## config.mk

```make
export PLATFORM = sky130hd
export DESIGN_NAME = pmod_keypad_emulator
export DESIGN_NICKNAME = d
export VERILOG_FILES = /design/src/rtl/pmod_keypad_emulator.sv
export SDC_FILE = /design/constraint.sdc
export NUM_CORES = 1
export LEC_CHECK = 0
export BUFFER_PORTS_ARGS = -buffer_cell sky130_fd_sc_hd__buf_2
export CORE_MARGIN = 4
export CORE_UTILIZATION = 40
export CTS_BUF_LIST = sky130_fd_sc_hd__clkbuf_8
export DETAILED_ROUTE_END_ITERATION = 8
export HOLD_SLACK_MARGIN = 0.1
export MAX_ROUTING_LAYER = met4
export PLACE_DENSITY = 0.6
export SETUP_SLACK_MARGIN = 0.3
export SYNTH_ARGS = -nofsm -noshare
export SYNTH_HDL_FRONTEND = slang
export SYNTH_SLANG_ARGS = --single-unit
```

## constraint.sdc

```tcl
create_clock -name clock -period 3 [get_ports clock]
set_input_delay 0.3 -clock clock [delete_from_list [all_inputs] [get_ports clock]]
set_output_delay 0.3 -clock clock [all_outputs]
set_load 0.02 [all_outputs]
```

## src/rtl/pmod_keypad_emulator.sv

```systemverilog
// Responder side of a 4x4 Pmod keypad: presses one requested key for a timed
// sequence (optional bounce, hold, gap) and answers column scans with row patterns.
module pmod_keypad_emulator #(
  parameter int CNT_W         = 24,
  parameter int HOLD_CYCLES   = 5000000,
  parameter int GAP_CYCLES    = 1000000,
  parameter int BOUNCE_CYCLES = 100000,
  parameter int BOUNCE_PERIOD = 1000
) (
  input  logic       clock,
  input  logic       reset,
  input  logic [3:0] key_code,
  input  logic       key_valid,
  output logic       key_ready,
  input  logic [3:0] Col,
  output logic [3:0] Row,
  output logic       busy,
  output logic       press_done,
  output logic [7:0] hit_count
);

  typedef enum logic [1:0] {S_IDLE, S_BOUNCE, S_HOLD, S_GAP} state_t;

  localparam logic [3:0] L1 = 4'b0111;
  localparam logic [3:0] L2 = 4'b1011;
  localparam logic [3:0] L3 = 4'b1101;
  localparam logic [3:0] L4 = 4'b1110;

  localparam logic             HAS_BOUNCE  = (BOUNCE_CYCLES > 0);
  localparam logic             HAS_GAP     = (GAP_CYCLES > 0);
  localparam logic [CNT_W-1:0] HOLD_LAST   = CNT_W'(HOLD_CYCLES - 1);
  localparam logic [CNT_W-1:0] GAP_LAST    = CNT_W'(GAP_CYCLES - 1);
  localparam logic [CNT_W-1:0] BOUNCE_LAST = CNT_W'(BOUNCE_CYCLES - 1);
  localparam logic [CNT_W-1:0] PERIOD_LAST = CNT_W'(BOUNCE_PERIOD - 1);

  // Returns {column pattern, row pattern} for a key code.
  function automatic logic [7:0] key_map(input logic [3:0] k);
    case (k)
      4'h1: return {L1, L1};
      4'h4: return {L1, L2};
      4'h7: return {L1, L3};
      4'h0: return {L1, L4};
      4'h2: return {L2, L1};
      4'h5: return {L2, L2};
      4'h8: return {L2, L3};
      4'hF: return {L2, L4};
      4'h3: return {L3, L1};
      4'h6: return {L3, L2};
      4'h9: return {L3, L3};
      4'hE: return {L3, L4};
      4'hA: return {L4, L1};
      4'hB: return {L4, L2};
      4'hC: return {L4, L3};
      default: return {L4, L4};
    endcase
  endfunction

  function automatic logic [7:0] sat_inc(input logic [7:0] v);
    return (v == 8'hFF) ? v : v + 8'd1;
  endfunction

  state_t           state_q, state_d;
  logic [CNT_W-1:0] timer_q, timer_d;
  logic [CNT_W-1:0] bcnt_q, bcnt_d;
  logic             bphase_q, bphase_d;
  logic [3:0]       key_q;
  logic [3:0]       row_q, row_d;
  logic [7:0]       hit_q, hit_d;
  logic             hmatch_q, hmatch_d;
  logic             accept, pressed, match, done_c;
  logic [3:0]       kcol, krow;

  assign accept       = key_valid && (state_q == S_IDLE);
  assign {kcol, krow} = key_map(key_q);

  always_comb begin
    state_d  = state_q;
    timer_d  = timer_q + 1'b1;
    bcnt_d   = bcnt_q;
    bphase_d = bphase_q;
    done_c   = 1'b0;
    pressed  = 1'b0;
    case (state_q)
      S_IDLE: begin
        timer_d = '0;
        if (accept) begin
          state_d  = HAS_BOUNCE ? S_BOUNCE : S_HOLD;
          bcnt_d   = '0;
          bphase_d = 1'b1;
        end
      end
      S_BOUNCE: begin
        pressed = bphase_q;
        if (bcnt_q == PERIOD_LAST) begin
          bcnt_d   = '0;
          bphase_d = ~bphase_q;
        end else begin
          bcnt_d = bcnt_q + 1'b1;
        end
        if (timer_q == BOUNCE_LAST) begin
          state_d = S_HOLD;
          timer_d = '0;
        end
      end
      S_HOLD: begin
        pressed = 1'b1;
        if (timer_q == HOLD_LAST) begin
          done_c  = 1'b1;
          state_d = HAS_GAP ? S_GAP : S_IDLE;
          timer_d = '0;
        end
      end
      S_GAP: begin
        if (timer_q == GAP_LAST) begin
          state_d = S_IDLE;
          timer_d = '0;
        end
      end
      default: state_d = S_IDLE;
    endcase
  end

  // Only an exact single-low match on the key's column drives its row.
  always_comb begin
    match    = pressed && (Col == kcol);
    row_d    = match ? krow : 4'b1111;
    hmatch_d = match && (state_q == S_HOLD);
    hit_d    = hit_q;
    if (accept)
      hit_d = 8'd0;
    else if (hmatch_d && !hmatch_q)
      hit_d = sat_inc(hit_q);
  end

  always_ff @(posedge clock) begin
    if (reset) begin
      state_q  <= S_IDLE;
      timer_q  <= '0;
      bcnt_q   <= '0;
      bphase_q <= 1'b0;
      row_q    <= 4'b1111;
      hit_q    <= 8'd0;
      hmatch_q <= 1'b0;
    end else begin
      state_q  <= state_d;
      timer_q  <= timer_d;
      bcnt_q   <= bcnt_d;
      bphase_q <= bphase_d;
      row_q    <= row_d;
      hit_q    <= hit_d;
      hmatch_q <= hmatch_d;
    end
  end

  always_ff @(posedge clock) begin
    if (accept) key_q <= key_code;
  end

  assign key_ready  = (state_q == S_IDLE);
  assign busy       = (state_q != S_IDLE);
  assign press_done = done_c;
  assign Row        = row_q;
  assign hit_count  = hit_q;

endmodule

```

==> metrics.log <==
INFO  metric outcome = completed
INFO  metric synth_ff_type = sky130_fd_sc_hd__dfxtp_1
INFO  metric critical_path_cell_count = 8
INFO  metric period_share = 80.52%
INFO  metric drv_slew = 0
INFO  metric detail_route.drc_violations = 0
INFO  metric worst_r2r_path_depth = 8
INFO  metric synth.cell_area = ~3700 µm²
INFO  metric post_route_utilization = between 40% and 50%
INFO  metric start_util = 41.73%
INFO  metric stdcell_count = ~570
INFO  metric postSynthCellCount = 425
INFO  metric fin_hold_ws = roughly 0.14 ns
INFO  metric largest_net_degree_at_the_start_of_global_routing = 25
INFO  metric tritoncts = built
INFO  metric grt_pass1_wl = between 10000 and 15000 µm
INFO  metric synth_cell_type_count = 46
INFO  metric postCtsHoldBufs = 0
INFO  metric gr-total-overflow = 0
INFO  metric detail_route.vias_per_cell = approximately 5.4
INFO  metric drv_cap = 0
INFO  metric worst_pin_slew = roughly 0.96 ns
INFO  metric timing.critical_path.from_type = register
INFO  metric finalWeightedCongestion = between 0.8 and 0.9
INFO  metric final.setup_skew = 0.01532 ns
INFO  metric critical_path_required = approximately 3.3 ns
INFO  metric overall_global_routing_resource_usage = between 10% and 20%
INFO  metric clk_pin_slew = about 0.09 ns
INFO  metric post-place-ws = approximately 0.38 ns
INFO  metric post-route-worst-setup-slack = between 0.5 and 0.6 ns
INFO  metric timing.final.setup_violations = 0
INFO  metric port_buffers = 25
INFO  metric leading_area_contributor_after_synthesis = sky130_fd_sc_hd__dfxtp_1
INFO  metric arrival_time_reported_for_the_critical_path_endpoint = roughly 2.7 ns
INFO  metric htree_levels = 3
INFO  metric die_x = 104.3 µm
INFO  metric timing.hold.worst.class = in -> reg
INFO  metric top_fanout_value_on_the_critical_path = 8
INFO  metric critical-path-top-cell-by-count = sky130_fd_sc_hd__inv_1
INFO  metric syn-num-nets = approximately 450
INFO  metric rows = 34
INFO  metric cp-end-kind = register
INFO  metric diodes = 0
INFO  metric rsz0062_at_grt = no
INFO  metric synth.yosys.seq_area_share = between 40% and 50%
INFO  metric critPathSlowestCell = sky130_fd_sc_hd__mux4_2
INFO  metric yosys_register_bits = 76
INFO  metric overall_die_area = around 11000 µm²
INFO  metric finalHoldViolCount = 0
INFO  metric final.setup.tns = 0 ns
INFO  metric cpLargestDelayFamily = multiplexers
INFO  metric startpoint_to_endpoint_class_of_the_critical_path = reg -> reg
INFO  metric cell_at_the_root_of_the_clock_tree = sky130_fd_sc_hd__clkbuf_8
INFO  metric first_drt_pass_iteration_count = 4
INFO  metric synth_top_cell_area_share = around 39%
INFO  metric tritoncts.num_buffers = 9
INFO  metric boundaryPins = 26
INFO  metric final_period_minus_worst_setup_slack = between 2 and 2.5 ns
INFO  metric post_synth_main_area_contributors = sky130_fd_sc_hd__dfxtp_1, sky130_fd_sc_hd__xor2_1, sky130_fd_sc_hd__nor2_1
INFO  metric p_leak = 1.467 nW
INFO  metric slowest_delay = approximately 0.45 ns
INFO  metric layout-drive-gt1-share = 11.88%
INFO  metric peakVddDrop = approximately 360 µV
INFO  metric total_routed_length = roughly 7800 µm
INFO  metric first_global_vias = about 2900
INFO  metric max_slew_margin = about 36%
INFO  metric clk_latency = about 0.35 ns
INFO  metric synth-edff-count = 4
INFO  metric place.detailed.hpwl = approximately 5700 µm
INFO  metric drt.antenna.violating_nets = 0
INFO  metric setup.worst_path.end = kcol[2]
INFO  metric r2r_end = kcol[2]
INFO  metric avgRoutedWirePerCell = 13.73 µm
INFO  metric floorplan.die.height = between 100 and 150 µm
INFO  metric core_area = between 8000 and 9000 µm²
INFO  metric async_reset_ff_share = 0%
INFO  metric dp_cells = around 550
INFO  metric synth.yosys.warnings = 0
INFO  metric max_clock_freq = about 0.41 GHz
INFO  metric syn_area_per_cell = between 8 and 9 µm²
INFO  metric clk_path_buf_depth = 2
INFO  metric routed-via-count = 3083
INFO  metric worstSetupStartpoint = state_q[0]
INFO  metric buffers_and_inverters_on_the_worst_path = 3
INFO  metric cp_cell_sequence = inv_1 > ha_1 > nand2_1 > mux2i_1 > inv_1 > ha_1 > mux4_2 > inv_1
INFO  metric ys_top_cells_by_count = sky130_fd_sc_hd__dfxtp_1, sky130_fd_sc_hd__nor2_1, sky130_fd_sc_hd__nand2_1
INFO  metric worstReg2RegStart = state_q[0]
INFO  metric design.final.nets = around 480
INFO  metric grt_antenna_before_repair = 0
INFO  metric synth_most_common_cell = sky130_fd_sc_hd__dfxtp_1
INFO  metric tritoncts_num_sinks = 76
INFO  metric area.growth.synth_to_final = 12.34%
INFO  metric dr.first_iter.drc_count = between 200 and 250
INFO  metric timing.reg2reg.setup_slack = slightly below 0.6 ns
INFO  metric power_density = 620.2 nW/µm²
## repair_timing
action,in CTS,in global routing
setup endpoints to repair,0,6
buffers inserted,0,2
gates resized for setup,0,0
## layout make-up
cell class / instances / area, µm²
clock buffer: 10 / 137.6
inverter: 18 / 67.56
clock inverter: 6 / 45.04
timing repair buffer: 33 / 185.2
sequential: 76 / 1562
tap: 108 / 135.1
multi-input combinational: 320 / 2036
fill: 870 / 4723
## report_power, final
part           switching [mW]  internal, mW  leakage [nW]
clock                   0.392         0.328        0.0970
sequential             0.0485          1.12         0.621
combinational           0.438         0.263         0.749
## how the worst min path moves through the flow
stage / start / end / cells past startpoint
6_report: key_code[2] / key_q[2] / 1
5_1_grt: key_code[1] / key_q[1] / 1
4_1_cts: key_code[2] / key_q[2] / 1
3_5_place_dp: krow[0] / Row[0] / 1
3_3_place_gp: krow[1] / Row[1] / 1
2_1_floorplan: krow[0] / Row[0] / 1
## flip-flops by register name (all words and copies together), names as in the netlist
signal,count
bcnt_q,24
timer_q,24
hit_count,8
Row,4
kcol,4
key_q,4
krow,4
state_q,2
bphase_q,1
hmatch_q,1
## logic make-up after synthesis
kind of cell / after synthesis / share of synthesized area [%]
flip-flops: 76 / 42.09
AO/OA/AOI/OAI: 52 / 9.781
AND/OR/NAND/NOR: 204 / 28.03
adder cells (fa/ha/maj): 13 / 4.385
multiplexers: 8 / 2.530
buffers and inverters: 29 / 3.035
XOR/XNOR: 43 / 10.15
## layout by cell type, fill, tap and decap left out, types with 5 or more instances in the layout
| master | instances |
|---|---|
| sky130_fd_sc_hd__buf_2 | 25 |
| sky130_fd_sc_hd__buf_4 | 8 |
| sky130_fd_sc_hd__a21oi_1 | 13 |
| sky130_fd_sc_hd__and3_1 | 7 |
| sky130_fd_sc_hd__o21ai_0 | 10 |
| sky130_fd_sc_hd__or3_1 | 9 |
| sky130_fd_sc_hd__ha_1 | 13 |
| sky130_fd_sc_hd__and4_1 | 5 |
| sky130_fd_sc_hd__nor3_1 | 11 |
| sky130_fd_sc_hd__xor2_1 | 29 |
| sky130_fd_sc_hd__a31oi_1 | 8 |
| sky130_fd_sc_hd__nor4_1 | 9 |
| sky130_fd_sc_hd__nand4_1 | 19 |
| sky130_fd_sc_hd__dfxtp_1 | 72 |
| sky130_fd_sc_hd__clkbuf_8 | 10 |
| sky130_fd_sc_hd__nor2_1 | 55 |
| sky130_fd_sc_hd__mux2i_1 | 6 |
| sky130_fd_sc_hd__nand2_1 | 46 |
| sky130_fd_sc_hd__nand3_1 | 18 |
| sky130_fd_sc_hd__inv_1 | 18 |
| sky130_fd_sc_hd__xnor2_1 | 14 |
## worst register-to-register path: stages, from the launching register on
cell	delay [ns]
sky130_fd_sc_hd__dfxtp_1	0.39
sky130_fd_sc_hd__inv_1	0.08
sky130_fd_sc_hd__ha_1	0.27
sky130_fd_sc_hd__nand2_1	0.33
sky130_fd_sc_hd__mux2i_1	0.40
sky130_fd_sc_hd__inv_1	0.15
sky130_fd_sc_hd__ha_1	0.24
sky130_fd_sc_hd__mux4_2	0.45
sky130_fd_sc_hd__inv_1	0.06
## metal layers
layer | GRT usage [%] | share of wire, % | routed length [µm] | up-vias
met3 | 4.531 | 4.7 | 366 | 16
met1 | 21.23 | 52 | 4054 | 1434
met2 | 21.08 | 41 | 3246 | 58
met5 | - | 0 | 0 | -
met4 | 5.603 | 2.2 | 173 | 0
li1 | - | - | - | 1575
## stage by stage
step           area (µm²)  total power, mW
4_1_cts              4153            2.621
6_report             4168            2.585
5_1_grt              4168            2.769
3_5_place_dp         3970            1.893
3_3_place_gp         3970            1.881
2_1_floorplan        3710            1.702
Power figures use the tool's default switching activity.
